### src/rtl/load_ext_pipe_pkg.sv
// Shared types and helpers for the load-extension pipeline.
// Defines the load-type encoding and the access-size lookup used by the extender.
package ext_pkg;

  localparam int EXT_MODE_W = 3;

  typedef enum logic [EXT_MODE_W-1:0] {
    EXT_B   = 3'd0,
    EXT_BU  = 3'd1,
    EXT_H   = 3'd2,
    EXT_HU  = 3'd3,
    EXT_W   = 3'd4,
    EXT_WU  = 3'd5,
    EXT_D   = 3'd6,
    EXT_RSV = 3'd7
  } ext_mode_e;

  // Byte count of the field a load type reads; the reserved code reports 0
  // and is rejected separately by the extender.
  function automatic int unsigned size_of(input ext_mode_e mode, input int unsigned data_w);
    case (mode)
      EXT_B, EXT_BU: size_of = 1;
      EXT_H, EXT_HU: size_of = 2;
      EXT_W, EXT_WU: size_of = 4;
      EXT_D:         size_of = data_w / 8;
      default:       size_of = 0;
    endcase
  endfunction

endpackage

### src/rtl/load_ext_pipe_core.sv
// Combinational load extender: picks the addressed byte/half/word/double out of
// a little-endian memory word and sign- or zero-extends it to DATA_W.
// Misaligned, oversized or reserved accesses raise err and force data_out to 0.
module ext_core
  import ext_pkg::*;
#(
  parameter int DATA_W = 32,
  localparam int OFF_W = $clog2(DATA_W / 8)
) (
  input  logic [DATA_W-1:0] data_in,
  input  logic [OFF_W-1:0]  off,
  input  ext_mode_e         mode,
  output logic [DATA_W-1:0] data_out,
  output logic              err
);

  localparam int unsigned BYTES = DATA_W / 8;

  logic [DATA_W-1:0] shifted;
  logic [DATA_W-1:0] ext;
  logic [OFF_W-1:0]  align_mask;
  int unsigned       size;
  logic              misaligned;
  logic              oversize;

  // Shift the addressed byte down to bit 0, validate the access, then extend.
  always_comb begin
    size       = size_of(mode, BYTES * 8);
    shifted    = data_in >> {off, 3'b000};
    align_mask = OFF_W'(size - 1);
    misaligned = (off & align_mask) != '0;
    oversize   = size > BYTES;
    err        = (mode == EXT_RSV) || misaligned || oversize;

    ext = '0;
    case (mode)
      EXT_B:   ext = DATA_W'($signed(shifted[7:0]));
      EXT_BU:  ext = DATA_W'(shifted[7:0]);
      EXT_H:   ext = DATA_W'($signed(shifted[15:0]));
      EXT_HU:  ext = DATA_W'(shifted[15:0]);
      EXT_W:   ext = DATA_W'($signed(shifted[31:0]));
      EXT_WU:  ext = DATA_W'(shifted[31:0]);
      EXT_D:   ext = shifted;
      default: ext = '0;
    endcase

    data_out = err ? '0 : ext;
  end

endmodule

### src/rtl/load_ext_pipe.sv
// Registered load extender between the data-memory read port and MEM/WB.
// One output register plus a single skid entry keep in_ready purely registered,
// so a downstream stall never reaches the memory side combinationally.
module load_ext_pipe
  import ext_pkg::*;
#(
  parameter int DATA_W = 32,
  localparam int OFF_W = $clog2(DATA_W / 8)
) (
  input  logic                  clk,
  input  logic                  rst,
  input  logic                  in_valid,
  output logic                  in_ready,
  input  logic [DATA_W-1:0]     in_data,
  input  logic [OFF_W-1:0]      in_off,
  input  logic [EXT_MODE_W-1:0] in_mode,
  output logic                  out_valid,
  input  logic                  out_ready,
  output logic [DATA_W-1:0]     out_data,
  output logic                  out_err
);

  logic [DATA_W-1:0] core_data;
  logic              core_err;
  logic              skid_full;
  logic [DATA_W-1:0] skid_data;
  logic              skid_err;
  logic              accept;
  logic              out_free;

  ext_core #(.DATA_W(DATA_W)) u_core (
    .data_in  (in_data),
    .off      (in_off),
    .mode     (ext_mode_e'(in_mode)),
    .data_out (core_data),
    .err      (core_err)
  );

  // Handshake qualifiers: a beat is taken when offered and we are ready, and
  // the output register can be reloaded when empty or being drained this edge.
  always_comb begin
    accept   = in_valid && in_ready;
    out_free = !out_valid || out_ready;
  end

  // Output register and skid entry; the skid always drains first to keep order.
  always_ff @(posedge clk) begin
    if (rst) begin
      out_valid <= 1'b0;
      out_data  <= '0;
      out_err   <= 1'b0;
      skid_full <= 1'b0;
      skid_data <= '0;
      skid_err  <= 1'b0;
      in_ready  <= 1'b1;
    end else begin
      if (out_free) begin
        if (skid_full) begin
          out_valid <= 1'b1;
          out_data  <= skid_data;
          out_err   <= skid_err;
          skid_full <= 1'b0;
        end else if (accept) begin
          out_valid <= 1'b1;
          out_data  <= core_data;
          out_err   <= core_err;
        end else begin
          out_valid <= 1'b0;
        end
        in_ready <= 1'b1;
      end else begin
        if (accept) begin
          skid_full <= 1'b1;
          skid_data <= core_data;
          skid_err  <= core_err;
        end
        in_ready <= !(skid_full || accept);
      end
    end
  end

endmodule

### config.mk
export PLATFORM = sky130hd
export DESIGN_NAME = load_ext_pipe
export DESIGN_NICKNAME = d
export VERILOG_FILES = /design/src/rtl/load_ext_pipe_pkg.sv /design/src/rtl/load_ext_pipe_core.sv /design/src/rtl/load_ext_pipe.sv
export SDC_FILE = /design/constraint.sdc
export NUM_CORES = 1
export LEC_CHECK = 0
export CAP_MARGIN = 20
export CELL_PAD_IN_SITES_DETAIL_PLACEMENT = 2
export CELL_PAD_IN_SITES_GLOBAL_PLACEMENT = 2
export CORE_MARGIN = 2
export CORE_UTILIZATION = 33
export CTS_BUF_LIST = sky130_fd_sc_hd__clkbuf_16
export DETAILED_ROUTE_END_ITERATION = 12
export PLACE_DENSITY = 0.93
export SYNTH_ARGS = -nofsm -noshare
export SYNTH_HDL_FRONTEND = slang
export SYNTH_SLANG_ARGS = --single-unit
### constraint.sdc
create_clock -name clk -period 3 [get_ports clk]
set_input_delay 0.45 -clock clk [delete_from_list [all_inputs] [get_ports clk]]
set_output_delay 0.45 -clock clk [all_outputs]
set_load 0.01 [all_outputs]
==> results of run 1 <==
worst max-delay path, stage by stage:
cell	delay [ns]
clkdlybuf4s50_1	0.58
or2_4	0.18
ha_1	0.16
a21bo_2	0.22
a221o_1	0.34
buf_12	0.19
a21o_1	0.27
a2111oi_0	0.47
final timing paths:
path / from / endpoint / cells past startpoint
setup reg to reg: skid_full / out_data[12] / 4
hold / removal: out_err / out_err / 2
hold reg to reg: out_err / out_err / 2
setup / recovery: in_mode[2] / out_data[15] / 8
metrics by stage:
step | utilization | setup TNS [ns] | area [µm²] | cells
2_1_floorplan | - | 0 | 3770 | 432
3_3_place_gp | 0.414 | 0 | 4670 | 621
3_5_place_dp | 0.414 | -0.00774 | 4670 | 621
4_1_cts | 0.438 | 0 | 4940 | 635
5_1_grt | 0.439 | 0 | 4950 | 636
6_report | 0.439 | 0 | 4950 | 636
synthesized netlist by cell type, types with 9 or more instances:
master and number:
dfxtp_1 69, nand2_1 59, clkbuf_1 38, a22oi_1 32
a211oi_1 30, nor2_1 20, a221oi_1 16, o211a_1 16
o21bai_1 16, a21oi_1 12, nor2b_1 12, o21ai_0 11
mux2i_1 10, mux2_2 9
area by class of cell:
type                    instances  share of cell area
clock inverters                 5             0.00910
well taps                     143              0.0361
multi-input cells             316               0.444
flip-flops and latches         69               0.279
inverters                       1            0.000758
clock buffers                   9              0.0455
repair buffers                 93               0.185
routing by layer:
layer,up-vias,GRT usage,wire length (µm),part of all wire
li1,1777,-,-,-
met1,2005,0.301,6270,0.39
met2,153,0.450,8120,0.51
met3,56,0.0503,763,0.048
met4,0,0.157,836,0.052
met5,-,0,0,0
sequential cells by signal, indices dropped and copies added (netlist names):
register   count
skid_data     32
out_data      32
skid_full      1
in_ready       1
out_valid      1
skid_err       1
out_err        1
kinds of logic after synthesis:
| group | share of synthesized area |
|---|---|
| buffers and inverters | 0.0525 |
| DFF | 0.367 |
| muxes | 0.0594 |
| adders and majority gates | 0.00332 |
| AOI/OAI and AO/OA | 0.368 |
| and+or+nand+nor | 0.151 |
power by group:
| part | switching [mW] | internal (mW) | leakage [nW] |
|---|---|---|---|
| Combinational | 0.291 | 0.238 | 1.07 |
| Clock | 0.401 | 0.623 | 0.135 |
| Sequential | 0.0266 | 0.957 | 0.562 |
| Total | 0.719 | 1.82 | 1.77 |
==> reports/qor.txt, run 1 <==
Post-synth EDFFs -> 0
Die ar. -> 12300 µm²
Synth top area share -> 0.367
Leak Pwr -> 1.77 nW
Final period util -> 0.893
CTS resizes -> 0
Drt pass-1 iters -> 4
Final Setup Violations -> 0
I/O Buffers -> 75
Vias/cell -> 6.28
Synth warnings -> 0
DR DRC count -> 0
Area grow syn2layout -> 31.3%
Root Driver -> clkbuf_16
I/O pin count -> 76
Clk Latency, worst-skew pair -> 0.34 ns
Clock Skew -> 0.00840 ns
Synth area leaders -> dfxtp_1, a22oi_1, a211oi_1, nand2_1, o211a_1
Remaining antenna violation count -> 0
Max-Cap Viols -> 0
Vias -> 3991
Worst path arrival time -> 2.87 ns
Hold_ws -> 0.455 ns
N_diodes -> 0
Die extent in y -> 111 µm
H-tree depth -> 3
DP HPWL -> 10200 µm
Slew Viols, Final -> 0
Post-synth ARST share -> 0
Reg2Reg Setup Slack -> 0.75 ns
Fillers -> 1214
FP Rows -> 39
Dominant synthesized flop cell -> dfxtp_1
Area occupied by multi-input gates -> 2200 µm²
Count of final hold-check violations -> 0
Status -> completed
GRT Util Overall -> 0.262
Layout Nets -> 532
Fmax -> 0.373 GHz
Largest net degree at the start of global routing -> 75
Hold-fix buffers, CTS -> 0
Number of global-route vias before repair -> 4404
Initial core utilization -> 0.334
Layout cells sized above 1 -> 0.0892
Clock-pin slew on the worst setup and hold paths -> 0.05 ns
Minimum clock period -> 2.68 ns
Initial antenna violation count -> 0
Synth cell types -> 45
Least-Margin Pin Slew -> 0.781 ns
Yosys top cell by area -> dfxtp_1
Flip-flop and latch count after synthesis -> 69
Routability cong. -> 0.830
Sequential cell area -> 1380 µm²
Max FO, Critical Path -> 35
Worst hold-check path type -> reg2reg
PnR worst setup slack -> 0.322 ns
Drt first-iter violations -> 209
Kind of critical path -> in2reg
Power per cell area -> 512 nW/µm²
Clock Sinks -> 69
Final Power -> 2.54 mW
GRT overflow -> 0
Postcts setup bufs -> 0
Core box area -> 11300 µm²
Syn Nets -> 474
Die extent in x -> 111 µm
Slew HR -> 0.479
Max VDD drop -> 195 µV
DR WL/cell -> 25.1 µm
Critical Path Sink Type -> flop
DRT Wirelength -> 16000 µm
Setup crit start kind -> primary input
Sequential element share of the synthesized area -> 0.367
Commonest non-fill, non-tap cells in the layout -> clkdlybuf4s50_1, dfxtp_1, nand2_1, a22oi_1, a211oi_1
Max clock buf depth -> 2
Syn Area/Cell -> 8.72 µm²
Setup Slack @ Placement -> -0.00774 ns
First-pass GRT wire length -> 25000 µm
CTS tree -> built
Syn Inst Count -> 432
Commonest non-fill, non-tap cell in the layout -> clkdlybuf4s50_1
CP required -> 3.19 ns
Mapped Area -> 3770 µm²
CTS buffer count -> 9
RSZ-0062 raised after global routing -> no
(Power assumes the default switching activity.)
==> run 2, diff against run 1 <==
--- a/config.mk
+++ b/config.mk
@@ -13,6 +13,7 @@
 export CTS_BUF_LIST = sky130_fd_sc_hd__clkbuf_16
 export DETAILED_ROUTE_END_ITERATION = 12
 export PLACE_DENSITY = 0.93
+export REMOVE_ABC_BUFFERS = 1
 export SYNTH_ARGS = -nofsm -noshare
 export SYNTH_HDL_FRONTEND = slang
 export SYNTH_SLANG_ARGS = --single-unit
==> reports/qor.txt, run 2 (same netlist as run 1, synthesis figures left out) <==
Commonest non-fill, non-tap cells in the layout -> clkdlybuf4s50_1, dfxtp_1, nand2_1, a22oi_1, a211oi_1
GRT overflow -> 0
Max-Cap Viols -> 0
CP required -> 3.17 ns
N_diodes -> 0
Clock Skew -> 0.00896 ns
FP Rows -> 39
Count of final hold-check violations -> 0
CTS resizes -> 0
First-pass GRT wire length -> 23600 µm
Crit path largest cell delay -> 0.62 ns
Postcts setup bufs -> 0
Initial antenna violation count -> 0
Worst hold-check path type -> reg2reg
H-tree depth -> 3
DP HPWL -> 9150 µm
Vias/cell -> 6.04
DR WL/cell -> 23.2 µm
CTS buffer count -> 9
GRT Util Overall -> 0.241
Regs by FF count -> out_data x32, skid_data x32
Slew HR -> 0.486
Root Driver -> clkbuf_16
Routability cong. -> 0.804
Die extent in x -> 111 µm
Remaining antenna violation count -> 0
Commonest non-fill, non-tap cell in the layout -> clkdlybuf4s50_1
Hold-fix buffers, CTS -> 0
Cells after DPL -> 619
CTS tree -> built
Layout Nets -> 530
Status -> completed
DRT Wirelength -> 14700 µm
Number of global-route vias before repair -> 4147
I/O pin count -> 76
Final Setup Violations -> 0
Slew Viols, Final -> 0
Area grow syn2layout -> 32.4%
Max VDD drop -> 241 µV
Slowest CP cell -> clkdlybuf4s50_1
Clock Sinks -> 69
Layout cells sized above 1 -> 0.0974
CP Cell Sequence -> clkdlybuf4s50_1 > or2_4 > ha_1 > a21bo_2 > a221o_1 > buf_12 > a21o_1 > a2111oi_0
Final period util -> 0.920
DR DRC count -> 0
I/O Buffers -> 75
Leak Pwr -> 1.78 nW
Worst path arrival time -> 2.93 ns
Vias -> 3840
Max FO, Critical Path -> 35
Power per cell area -> 536 nW/µm²
Clk Latency, worst-skew pair -> 0.34 ns
Core box area -> 11300 µm²
Setup TNS Final -> 0 ns
Drt first-iter violations -> 235
Die ar. -> 12300 µm²
Largest net degree at the start of global routing -> 75
Fmax -> 0.362 GHz
Area occupied by multi-input gates -> 2200 µm²
Final Util -> 0.443
Drt pass-1 iters -> 4
Kind of critical path -> in2reg
Minimum clock period -> 2.76 ns
Max clock buf depth -> 2
Initial core utilization -> 0.334
Critical Path Sink Type -> flop
Setup crit start kind -> primary input
RSZ-0062 raised after global routing -> no
Sequential cell area -> 1380 µm²
Clock-pin slew on the worst setup and hold paths -> 0.06 ns
Fillers -> 1224
Hold_ws -> 0.477 ns
Least-Margin Pin Slew -> 0.772 ns
Die extent in y -> 111 µm
Final Non-Filler Cells -> 636
-- run 2: area by class of cell --
| type | instances | share of cell area |
|---|---|---|
| clock buffers | 9 | 0.0451 |
| clock inverters | 7 | 0.0198 |
| inverters | 1 | 0.000752 |
| multi-input cells | 316 | 0.441 |
| flip-flops and latches | 69 | 0.277 |
| well taps | 143 | 0.0359 |
| repair buffers | 91 | 0.180 |
-- run 2: power breakdown --
part	internal, mW	switching [mW]	total (mW)
clock network	0.732	0.446	1.18
logic	0.235	0.278	0.513
registers	0.957	0.0261	0.983
-- run 2: through the flow --
step                worst slack [ns]  power [mW]  instance area (µm²)
global placement               0.243        1.48                 4650
CTS                            0.235        2.70                 4980
global route                   0.137        2.77                 4990
finish                         0.241        2.68                 4990
detailed placement            0.0199        1.50                 4650
floorplan                     -0.891        1.23                 3570
-- run 2: per-layer routing --
metal	routed length, µm	GRT usage	up-vias	share of wire
met5	0	0	-	0
met4	390	0.0817	0	0.026
met3	609	0.0448	26	0.041
met2	7510	0.421	106	0.51
met1	6240	0.298	1937	0.42
li1	-	-	1771	-
-- run 2: path summary, 6_finish.rpt --
path / cells past startpoint / endpoint / slack [ns] / from
max: 8 / out_data[13] / 0.24 / in_mode[1]
min: 2 / skid_data[11] / 0.48 / skid_data[11]
max reg2reg: 4 / out_data[13] / 0.86 / skid_full
min reg2reg: 2 / skid_data[11] / 0.48 / skid_data[11]
-- run 2: worst max-delay path, delay by kind of cell --
family,cells,cell delay (ns)
AO/OA/AOI/OAI,4,1.34
buffers and inverters,2,0.81
AND/OR/NAND/NOR,1,0.19
adder cells (fa/ha/maj),1,0.15
==> run 3, diff against run 2 <==
--- a/config.mk
+++ b/config.mk
@@ -5,12 +5,12 @@
 export SDC_FILE = /design/constraint.sdc
 export NUM_CORES = 1
 export LEC_CHECK = 0
+export ABC_CLOCK_PERIOD_IN_PS = 3000
 export CAP_MARGIN = 20
 export CELL_PAD_IN_SITES_DETAIL_PLACEMENT = 2
 export CELL_PAD_IN_SITES_GLOBAL_PLACEMENT = 2
 export CORE_MARGIN = 2
 export CORE_UTILIZATION = 33
-export CTS_BUF_LIST = sky130_fd_sc_hd__clkbuf_16
 export DETAILED_ROUTE_END_ITERATION = 12
 export PLACE_DENSITY = 0.93
 export REMOVE_ABC_BUFFERS = 1
==> results of run 3 <==
Final layout, timing and power as in run 2 (identical DEF).
